==> src/rtl/seg7_scan_driver.sv <==
// seg7_scan_driver: frame-snapshot multiplexed driver for an 8-digit common-anode display.
// Leading-zero blanking is compiled in when LEADING_ZERO_BLANK_EN is defined.
module seg7_scan_driver #(
    parameter int unsigned REFRESH_DIV  = 100000,
    parameter int unsigned GUARD_CYCLES = 16,
    parameter int unsigned BLINK_FRAMES = 64
) (
    input  logic        clk,
    input  logic        rst,
    input  logic [31:0] data_i,
    input  logic [7:0]  dp_i,
    input  logic [7:0]  blink_i,
    output logic [6:0]  seg_o,
    output logic        dp_o,
    output logic [7:0]  an_o,
    output logic        frame_o
);
    localparam int unsigned CNT_W  = $clog2(REFRESH_DIV);
    localparam int unsigned FCNT_W = (BLINK_FRAMES > 1) ? $clog2(BLINK_FRAMES) : 1;
    localparam logic [CNT_W-1:0]  CNT_LAST  = CNT_W'(REFRESH_DIV - 1);
    localparam logic [CNT_W-1:0]  GUARD_END = CNT_W'(GUARD_CYCLES);
    localparam logic [FCNT_W-1:0] FCNT_LAST = FCNT_W'(BLINK_FRAMES - 1);

    logic [CNT_W-1:0]  cnt;
    logic [2:0]        idx;
    logic [FCNT_W-1:0] frame_cnt;
    logic              phase;
    logic [31:0]       sh_data;
    logic [7:0]        sh_dp;
    logic [7:0]        sh_blink;

    logic              slot_end;
    logic              frame_end;
    logic              dark;
    logic [3:0]        digit;
    logic [7:0]        an_nxt;
    logic [6:0]        seg_nxt;
    logic              dp_nxt;

    function automatic logic [6:0] decode(input logic [3:0] v);
        case (v)
            4'd0:    decode = 7'h40;
            4'd1:    decode = 7'h79;
            4'd2:    decode = 7'h24;
            4'd3:    decode = 7'h30;
            4'd4:    decode = 7'h19;
            4'd5:    decode = 7'h12;
            4'd6:    decode = 7'h02;
            4'd7:    decode = 7'h78;
            4'd8:    decode = 7'h00;
            4'd9:    decode = 7'h10;
            default: decode = 7'h3F;
        endcase
    endfunction

    assign slot_end  = (cnt == CNT_LAST);
    assign frame_end = slot_end && (idx == 3'd7);
    assign digit     = sh_data[{idx, 2'b00} +: 4];

`ifdef LEADING_ZERO_BLANK_EN
    logic [2:0] msd;
    logic [2:0] msd_nxt;

    // msd is taken from the incoming word so it is valid alongside the new snapshot.
    always_comb begin
        msd_nxt = '0;
        for (int unsigned k = 0; k < 8; k++) begin
            if (data_i[4*k +: 4] != 4'd0) begin
                msd_nxt = 3'(k);
            end
        end
    end

    always_ff @(posedge clk) begin
        if (rst) begin
            msd <= '0;
        end else if (frame_end) begin
            msd <= msd_nxt;
        end
    end
`endif

    always_comb begin
        dark = (cnt < GUARD_END) || (sh_blink[idx] && phase);
`ifdef LEADING_ZERO_BLANK_EN
        if ((idx > msd) && !sh_dp[idx]) begin
            dark = 1'b1;
        end
`endif
        if (dark) begin
            an_nxt  = '1;
            seg_nxt = '1;
            dp_nxt  = 1'b1;
        end else begin
            an_nxt  = ~(8'd1 << idx);
            seg_nxt = decode(digit);
            dp_nxt  = ~sh_dp[idx];
        end
    end

    always_ff @(posedge clk) begin
        if (rst) begin
            cnt       <= '0;
            idx       <= '0;
            frame_cnt <= '0;
            phase     <= 1'b0;
            sh_data   <= '0;
            sh_dp     <= '0;
            sh_blink  <= '0;
            frame_o   <= 1'b0;
            an_o      <= '1;
            seg_o     <= '1;
            dp_o      <= 1'b1;
        end else begin
            cnt     <= slot_end ? '0 : cnt + 1'b1;
            frame_o <= frame_end;
            an_o    <= an_nxt;
            seg_o   <= seg_nxt;
            dp_o    <= dp_nxt;
            if (slot_end) begin
                idx <= idx + 1'b1;
            end
            if (frame_end) begin
                sh_data  <= data_i;
                sh_dp    <= dp_i;
                sh_blink <= blink_i;
                if (frame_cnt == FCNT_LAST) begin
                    frame_cnt <= '0;
                    phase     <= ~phase;
                end else begin
                    frame_cnt <= frame_cnt + 1'b1;
                end
            end
        end
    end

endmodule
==> config.mk <==
export PLATFORM = sky130hd
export DESIGN_NAME = seg7_scan_driver
export DESIGN_NICKNAME = d
export VERILOG_FILES = /design/src/rtl/seg7_scan_driver.sv
export SDC_FILE = /design/constraint.sdc
export NUM_CORES = 1
export LEC_CHECK = 0
export ABC_AREA = 1
export BUFFER_PORTS_ARGS = -buffer_cell sky130_fd_sc_hd__buf_2
export CAP_MARGIN = 40
export CELL_PAD_IN_SITES_DETAIL_PLACEMENT = 1
export CELL_PAD_IN_SITES_GLOBAL_PLACEMENT = 1
export CORE_AREA = 2 2 118 97
export CTS_BUF_LIST = sky130_fd_sc_hd__clkbuf_2
export DETAILED_ROUTE_END_ITERATION = 10
export DIE_AREA = 0 0 120 99
export GPL_TIMING_DRIVEN = 0
export PLACE_DENSITY_LB_ADDON = 0.1
export SYNTH_ARGS = -nofsm -noshare
export SYNTH_HDL_FRONTEND = slang
export SYNTH_SLANG_ARGS = --single-unit
==> constraint.sdc <==
create_clock -name clk -period 1.95 [get_ports clk]
set_input_delay 0.195 -clock clk [delete_from_list [all_inputs] [get_ports clk]]
set_output_delay 0.195 -clock clk [all_outputs]
set_load 0.02 [all_outputs]
==> results of run 1 <==
[stage by stage]
step / power (mW) / std cells / worst slack, ns / hold WS, ns / utilization, %
3_3_place_gp: 2.029 / 837 / -0.2126 / 0.4198 / 47.23
3_5_place_dp: 2.033 / 837 / -0.2818 / 0.4293 / 47.23
5_1_grt: 2.983 / 908 / -0.03991 / 0.3160 / 54.12
6_report: 2.863 / 908 / 0.1093 / 0.3624 / 54.12
2_1_floorplan: 1.962 / 628 / 0.2064 / 0.3232 / -
4_1_cts: 2.886 / 901 / 0.0002374 / 0.3158 / 52.84
[synth_stat cells]
library cell / count
nand2_1: 117
dfxtp_1: 92
nor2_1: 89
nand3_1: 63
inv_1: 57
nor2_2: 51
o21ai_1: 49
a21oi_1: 21
ha_1: 13
buf_6: 11
nand4_1: 9
clkbuf_1: 7
nor3_1: 7
buf_2: 5
inv_2: 4
o21ai_0: 4
buf_4: 3
nand2_2: 3
xor2_1: 3
a211oi_1: 2
a21oi_2: 2
a22o_1: 2
nor2_4: 2
and2_1: 1
clkbuf_2: 1
clkinv_1: 1
inv_4: 1
nand2_4: 1
nand3_2: 1
nand3_4: 1
nand3b_1: 1
nor2_8: 1
nor3_4: 1
nor3b_1: 1
xnor2_1: 1
[final cells by class]
type | instances | area [um2]
flip-flops and latches | 92 | 1844
repair buffers | 123 | 900.9
clock inverters | 4 | 18.77
plain buffers | 26 | 239.0
clock buffers | 10 | 50.05
well taps | 144 | 180.2
fillers | 1375 | 4898
inverters | 63 | 239.0
multi-input cells | 446 | 2307
[power by group through the flow]
stage                     clock network (mW)  logic [mW]  registers, mW
after floorplan                            0      0.0325           1.93
after global placement                     0      0.0993           1.93
after detailed placement                   0       0.103           1.93
after CTS                              0.814       0.178           1.89
after global routing                   0.886       0.199           1.90
final                                  0.786       0.182           1.89
[worst paths after layout]
| kind | start | slack [ns] | cells after the start | end |
|---|---|---|---|---|
| hold reg to reg | cnt[0] | 0.46 | 1 | cnt[0] |
| setup / recovery | idx[0] | 0.11 | 10 | seg_o[2] |
| hold / removal | data_i[31] | 0.36 | 4 | sh_data[31] |
| setup reg to reg | idx[0] | 0.11 | 10 | seg_o[2] |
[kinds of logic (layout without fill, tap and decap cells)]
logic type	after synthesis	after routing	share of synthesized area [%]
and+or+nand+nor	349	349	36.06
adders and majority gates	13	13	3.584
AOI/OAI and AO/OA	80	80	9.264
buffers and inverters	90	226	9.732
xor gates and xnor gates	4	4	0.7721
DFF	92	92	40.58
[sequential cells by signal, indices dropped and copies added (netlist names)]
register and cells:
sh_data 32, cnt 17, an_o 8, sh_blink 8, sh_dp 8, seg_o 7
frame_cnt 6, idx 3, dp_o 1, frame_o 1, phase 1
[worst max-delay path, cell delays in order, from the launching register on]
cell and delay (ns):
dfxtp_2 0.41, buf_8 0.14, buf_4 0.12, clkbuf_16 0.13, nand2_1 0.05, nand3_1 0.07
nand3_1 0.24, nand2_1 0.28, nand2_1 0.10, nand2_2 0.11, nand3_1 0.09
[what timing repair did]
action | in CTS | in global routing
pin swaps | 1 | 6
hold endpoints to repair | 53 | 0
endpoints found under the setup margin | 60 | 27
hold buffers | 49 | 0
cloned | 0 | 1
buffers inserted | 2 | 6
resized for setup | 9 | 18
[per-layer routing]
layer / wire length [um] / up-vias / global-route usage (%)
li1: - / 2268 / -
met1: 7208 / 2091 / 34.38
met4: 160 / 0 / 6.335
met3: 474 / 16 / 5.150
met2: 6217 / 80 / 38.37
met5: 0 / - / 0
==> summary.md, run 1 <==
| Metric | Value |
|---|---|
| Final hold vios | `0` |
| Fin crit period | `1.841 ns` |
| Critical Path AT | `2.34 ns` |
| Core area | `0.01068 mm2` |
| Startpoint types | `register` |
| Slew HR | `61.74%` |
| Pwr Density | `495.3 mW/mm2` |
| Sw frac | `24.90%` |
| Layout net count | `824` |
| RSZ-0062 raised after global routing | `true` |
| Clock sinks | `92` |
| Gate power share | `6.4%` |
| Flop pwr share | `66.2%` |
| HPWL after DPL | `9.780 mm` |
| P_leak | `2.481 nW` |
| Netlist cell types | `35` |
| Total die area | `0.01188 mm2` |
| Most frequent cells in the layout | `nand2_1 (115), dfxtp_1 (90), nor2_1 (89), buf_2 (68), inv_1 (57)` |
| First-iteration detailed-routing DRC count | `203` |
| Synth area leaders | `dfxtp_1 (41%), nand2_1 (9.7%), nor2_1 (7.4%)` |
| Post-synth top area cell | `dfxtp_1` |
| Clk_lat worst skew | `0.58 ns` |
| Commonest non-fill, non-tap cell in the layout | `nand2_1` |
| Ys Warns | `0` |
| Worst slew pin tran | `0.5701 ns` |
| GPL Wtd Cong | `0.8776` |
| Layout area overhead | `27.35%` |
| Max-cap violations | `0` |
| Status | `finished, final reports clean` |
| Post-synthesis cell count | `628` |
| Port bufs | `65` |
| Vias in the first global route | `4,645` |
| Post-route setup TNS | `0 ns` |
| Int Pwr | `2.150 mW` |
| Initial core utilization | `42.50%` |
| Sequential-to-total area share from yosys stat | `40.58%` |
| DR vias/cell | `4.906` |
| Setup crit end kind | `register` |
| Net switching power | `0.7127 mW` |
| Dpl cell area | `0.005044 mm2` |
| Post-route ant nets | `0` |
| Routed wire length | `14.06 mm` |
| Pin count of the biggest net entering global routing | `14` |
| Average routed wire per standard cell | `15.49 um` |
| Clk buf depth | `2` |
| Clock-pin slew on the worst setup and hold paths | `0.24 ns` |
| Root buf cell | `clkbuf_2` |
| GRT Resource Usage Total | `24.50%` |
| Kind of critical path | `reg -> reg` |
| H-Tree Level Count | `3` |
| Drc violations | `0` |
| Final setup viols | `0` |
| Syn Nets | `691` |
| Critical Path RT | `2.45 ns` |
| Hold Path Class | `in -> reg` |
| #FFs+latches synth | `92` |
| Crit path max fanout | `7` |
| Total gr overflow | `0` |
| Post-synth top area share | `40.58%` |
| Num CTS Buffers | `9` |
| Top-Level Pins | `67` |
| Peak supply drop | `234.5 uV` |
| Pins Over Slew Limit | `0` |
| Period utilisation layout | `94.40%` |
| Avg Cell Area, Syn | `7.226 um2` |
| Die H | `99 um` |
| DIE WIDTH | `120 um` |
| Clock Skew | `0.01919 ns` |
| Mapped cell area | `0.004538 mm2` |
| Row count | `34` |
| Ant. Diodes | `0` |
| Antenna violations before repair | `0` |
| First-pass GRT wire length | `22.90 mm` |
| Clk pwr share | `27.5%` |
| Drt first pass iters | `4` |
| Max frequency | `0.5433 GHz` |
| Fraction of layout instances using a drive strength above 1 | `24.61%` |
| CTS tree | `built` |
| Fin area | `0.005779 mm2` |
| Vias | `4,455` |
(Power assumes the default switching activity.)
==> run 2: changes to the inputs <==
- CORE_AREA: 2 2 118 97 -> 2 2 121 100
- CTS_BUF_LIST: sky130_fd_sc_hd__clkbuf_2 -> unset
- DIE_AREA: 0 0 120 99 -> 0 0 123 102
- PLACE_DENSITY: unset -> 0.89
- PLACE_DENSITY_LB_ADDON: 0.1 -> unset
- clock period: 1.95 -> 2 ns (I/O delays scaled with it)
==> run 2 against run 1 <==
  * The flow now finishes with violations (setup timing)
  * Final cell count down 5.1%
  * Largest cell class unchanged
  * Flip-flop and latch count unchanged
  * Largest power group unchanged
  * Critical path type unchanged
  * Die area up 5.6%
  * Highest routed layer unchanged
==> summary.md, run 2 (synthesis gave the netlist of run 1 again) <==
| Metric | Value |
|---|---|
| Worst slew pin tran | `0.6298 ns (+0.05969 ns)` |
| Biggest regs | `sh_data x32, cnt x17` |
| Hold buffers post-CTS | `0 (-100%)` |
| Routed wire length | `14.04 mm (-0.17%)` |
| Crit path max fanout | `10 (+3)` |
| Crit-path cells | `buf_12, inv_4, buf_8, nand2_1, nand2_1, nand2_1, nand3_1, nand2_2, buf_4, ha_1, nand3_1, nand3_1, nand3_1` |
| Critical Path AT | `2.24 ns (-0.10 ns)` |
| Reg2reg end | `seg_o[3]` |
| Average routed wire per standard cell | `16.28 um (+5.2%)` |
| R2R Setup Slk | `-0.005 ns (-0.11 ns)` |
| Failing checks | `setup timing` |
| CP startpoint | `idx[0]` |
| Fill count | `1,465 (+6.5%)` |
| Setup ws final | `-0.004503 ns (-0.1138 ns)` |
| Startpoint types | `register` |
| Most frequent cells in the layout | `nand2_1 (115), dfxtp_1 (90), nor2_1 (89), buf_2 (69), nand3_1 (58)` |
| Clk buf depth | `2 (unchanged)` |
| CTS tree | `built` |
| Vias in the first global route | `4,471 (-3.7%)` |
| Clock Skew | `0.01309 ns (-0.006098 ns)` |
| DIE WIDTH | `123 um (+2.5%)` |
| Clock sinks | `92 (unchanged)` |
| Pins Over Slew Limit | `0 (unchanged)` |
| Crit path buf inv count | `4 (+1)` |
| Critical Path RT | `2.23 ns (-0.22 ns)` |
| Layout Utilization | `48.57% (-5.6 points)` |
| Die H | `102 um (+3.0%)` |
| Clk_lat worst skew | `0.35 ns (-0.23 ns)` |
| First-iteration detailed-routing DRC count | `268 (+32%)` |
| Clock-pin slew on the worst setup and hold paths | `0.07 ns (-0.17 ns)` |
| First-pass GRT wire length | `22.00 mm (-3.9%)` |
| Period utilisation layout | `100.2% (+5.8 points)` |
| Drt first pass iters | `4 (unchanged)` |
| Pin count of the biggest net entering global routing | `14 (unchanged)` |
| Layout area overhead | `20.93%` |
| Fraction of layout instances using a drive strength above 1 | `25.91% (+1.3 points)` |
| Most Frequent Cell on Critical Path | `nand3_1` |
| Worst reg2reg path depth | `13 (+3)` |
| Commonest non-fill, non-tap cell in the layout | `nand2_1` |
| Fin crit period | `2.005 ns (+0.1638 ns)` |
| Drc violations | `0 (unchanged)` |
| HPWL after DPL | `9.881 mm (+1.0%)` |
| Post-route ant nets | `0 (unchanged)` |
| Initial core utilization | `40.17% (-2.3 points)` |
| Crit path largest cell delay | `0.36 ns (-0.05 ns)` |
| Status | `finished with violations` |
| Antenna violations before repair | `0 (unchanged)` |
| RR Startpoint | `idx[0]` |
| GPL Wtd Cong | `0.9011 (+2.7%)` |
| Final hold vios | `0 (unchanged)` |
| Slew HR | `57.73% (-4.0 points)` |
| Total gr overflow | `0 (unchanged)` |
| Pwr Density | `659.0 mW/mm2 (+33%)` |
| Placed Cells | `841 (+0.48%)` |
| H-Tree Level Count | `3 (unchanged)` |
| RSZ-0062 raised after global routing | `true` |
| Setup crit end kind | `register` |
| GRT Resource Usage Total | `22.56% (-1.9 points)` |
| Kind of critical path | `reg -> reg` |
| Top reg by flops | `sh_data` |
| Core area | `0.01130 mm2 (+5.8%)` |
| Port bufs | `65 (unchanged)` |
| DR vias/cell | `5.095 (+3.8%)` |
| Largest register FFs | `32 (unchanged)` |
| Root buf cell | `clkbuf_16` |
| Ant. Diodes | `0 (unchanged)` |
| Top-Level Pins | `67 (unchanged)` |
| Num CTS Buffers | `9 (unchanged)` |
| Fin cells | `862 (-5.1%)` |
| Final setup viols | `1 (+1)` |
| Max frequency | `0.4989 GHz (-8.2%)` |
| Peak supply drop | `379.2 uV (+62%)` |
| Crit path capture | `seg_o[3]` |
| Hold slack | `0.08184 ns (-0.2805 ns)` |
| Hold Path Class | `in -> reg` |
| Vias | `4,392 (-1.4%)` |
| Total die area | `0.01255 mm2 (+5.6%)` |
| Row count | `35 (+2.9%)` |
| Layout net count | `775 (-5.9%)` |
| Top cell family by delay on the critical path | `simple AND/OR/NAND/NOR gates` |
| Stages on worst setup path | `13 (+3)` |
| P_leak | `2.361 nW (-4.8%)` |
| Max-cap violations | `0 (unchanged)` |
| Slowest CP cell | `dfxtp_4` |
-- run 2: cell types whose count changed in the layout (fill, tap and decap cells not counted), sizes merged --
cell         delta
bufinv          +1
clkinv          -2
dlygate4sd3    -49
-- run 2: timing repair --
| item | in CTS | in global routing |
|---|---|---|
| setup buffers | 4 | 4 |
| pin swaps | 2 | 4 |
| gates cloned | 0 | 1 |
| gates resized for setup | 9 | 15 |
| endpoints found under the hold margin | 0 | 0 |
| endpoints found under the setup margin | 8 | 40 |
-- run 2: report_power, final --
part | total (mW) | switching (mW) | internal (mW)
sequential | 1.84 | 0.00375 | 1.84
clock | 1.68 | 0.699 | 0.978
combinational | 0.100 | 0.0552 | 0.0452
total | 3.62 | 0.758 | 2.86
-- run 2: through the flow --
stage | setup WS (ns) | power (mW) | cell area (um2) | setup TNS (ns)
after global placement | -0.1420 | 1.977 | 5049 | -0.4238
after floorplan | 0.2564 | 1.913 | 4538 | 0
after detailed placement | -0.2529 | 1.982 | 5049 | -0.8643
after global routing | -0.06687 | 3.725 | 5488 | -0.1050
after CTS | 0.006620 | 3.642 | 5384 | 0
final | -0.004503 | 3.616 | 5488 | -0.004503
-- run 2: how the worst min path moves through the flow --
stage	from	to	slack [ns]	cells after the start
CTS	blink_i[4]	sh_blink[4]	0.08	3
floorplan	data_i[14]	sh_data[14]	0.33	2
global placement	blink_i[6]	sh_blink[6]	0.42	3
finish	data_i[2]	sh_data[2]	0.08	3
detailed placement	blink_i[4]	sh_blink[4]	0.43	3
global route	dp_i[4]	sh_dp[4]	0.09	3
-- run 2: cell type report --
| type | count | area [um2] | share of cell area, % |
|---|---|---|---|
| clock inverters | 3 | 40.04 | 0.7296 |
| flip-flops and latches | 92 | 1847 | 33.65 |
| repair buffers | 74 | 407.9 | 7.433 |
| clock buffers | 10 | 239.0 | 4.355 |
| well taps | 148 | 185.2 | 3.374 |
| multi-input cells | 446 | 2290 | 41.72 |
| plain buffers | 26 | 240.2 | 4.378 |
| inverters | 63 | 239.0 | 4.355 |
-- run 2: metal layers --
metal / track usage (%) / up-vias / share of wire [%]
met2: 38.25 / 100 / 47
met4: 6.031 / 0 / 1.1
met5: 0 / - / 0
li1: - / 2164 / -
met3: 4.074 / 14 / 4.0
met1: 29.72 / 2114 / 48
-- run 2: worst min-delay path: stages --
cell and delay (ns):
buf_2 0.08, nor2_2 0.03, nor2_1 0.08
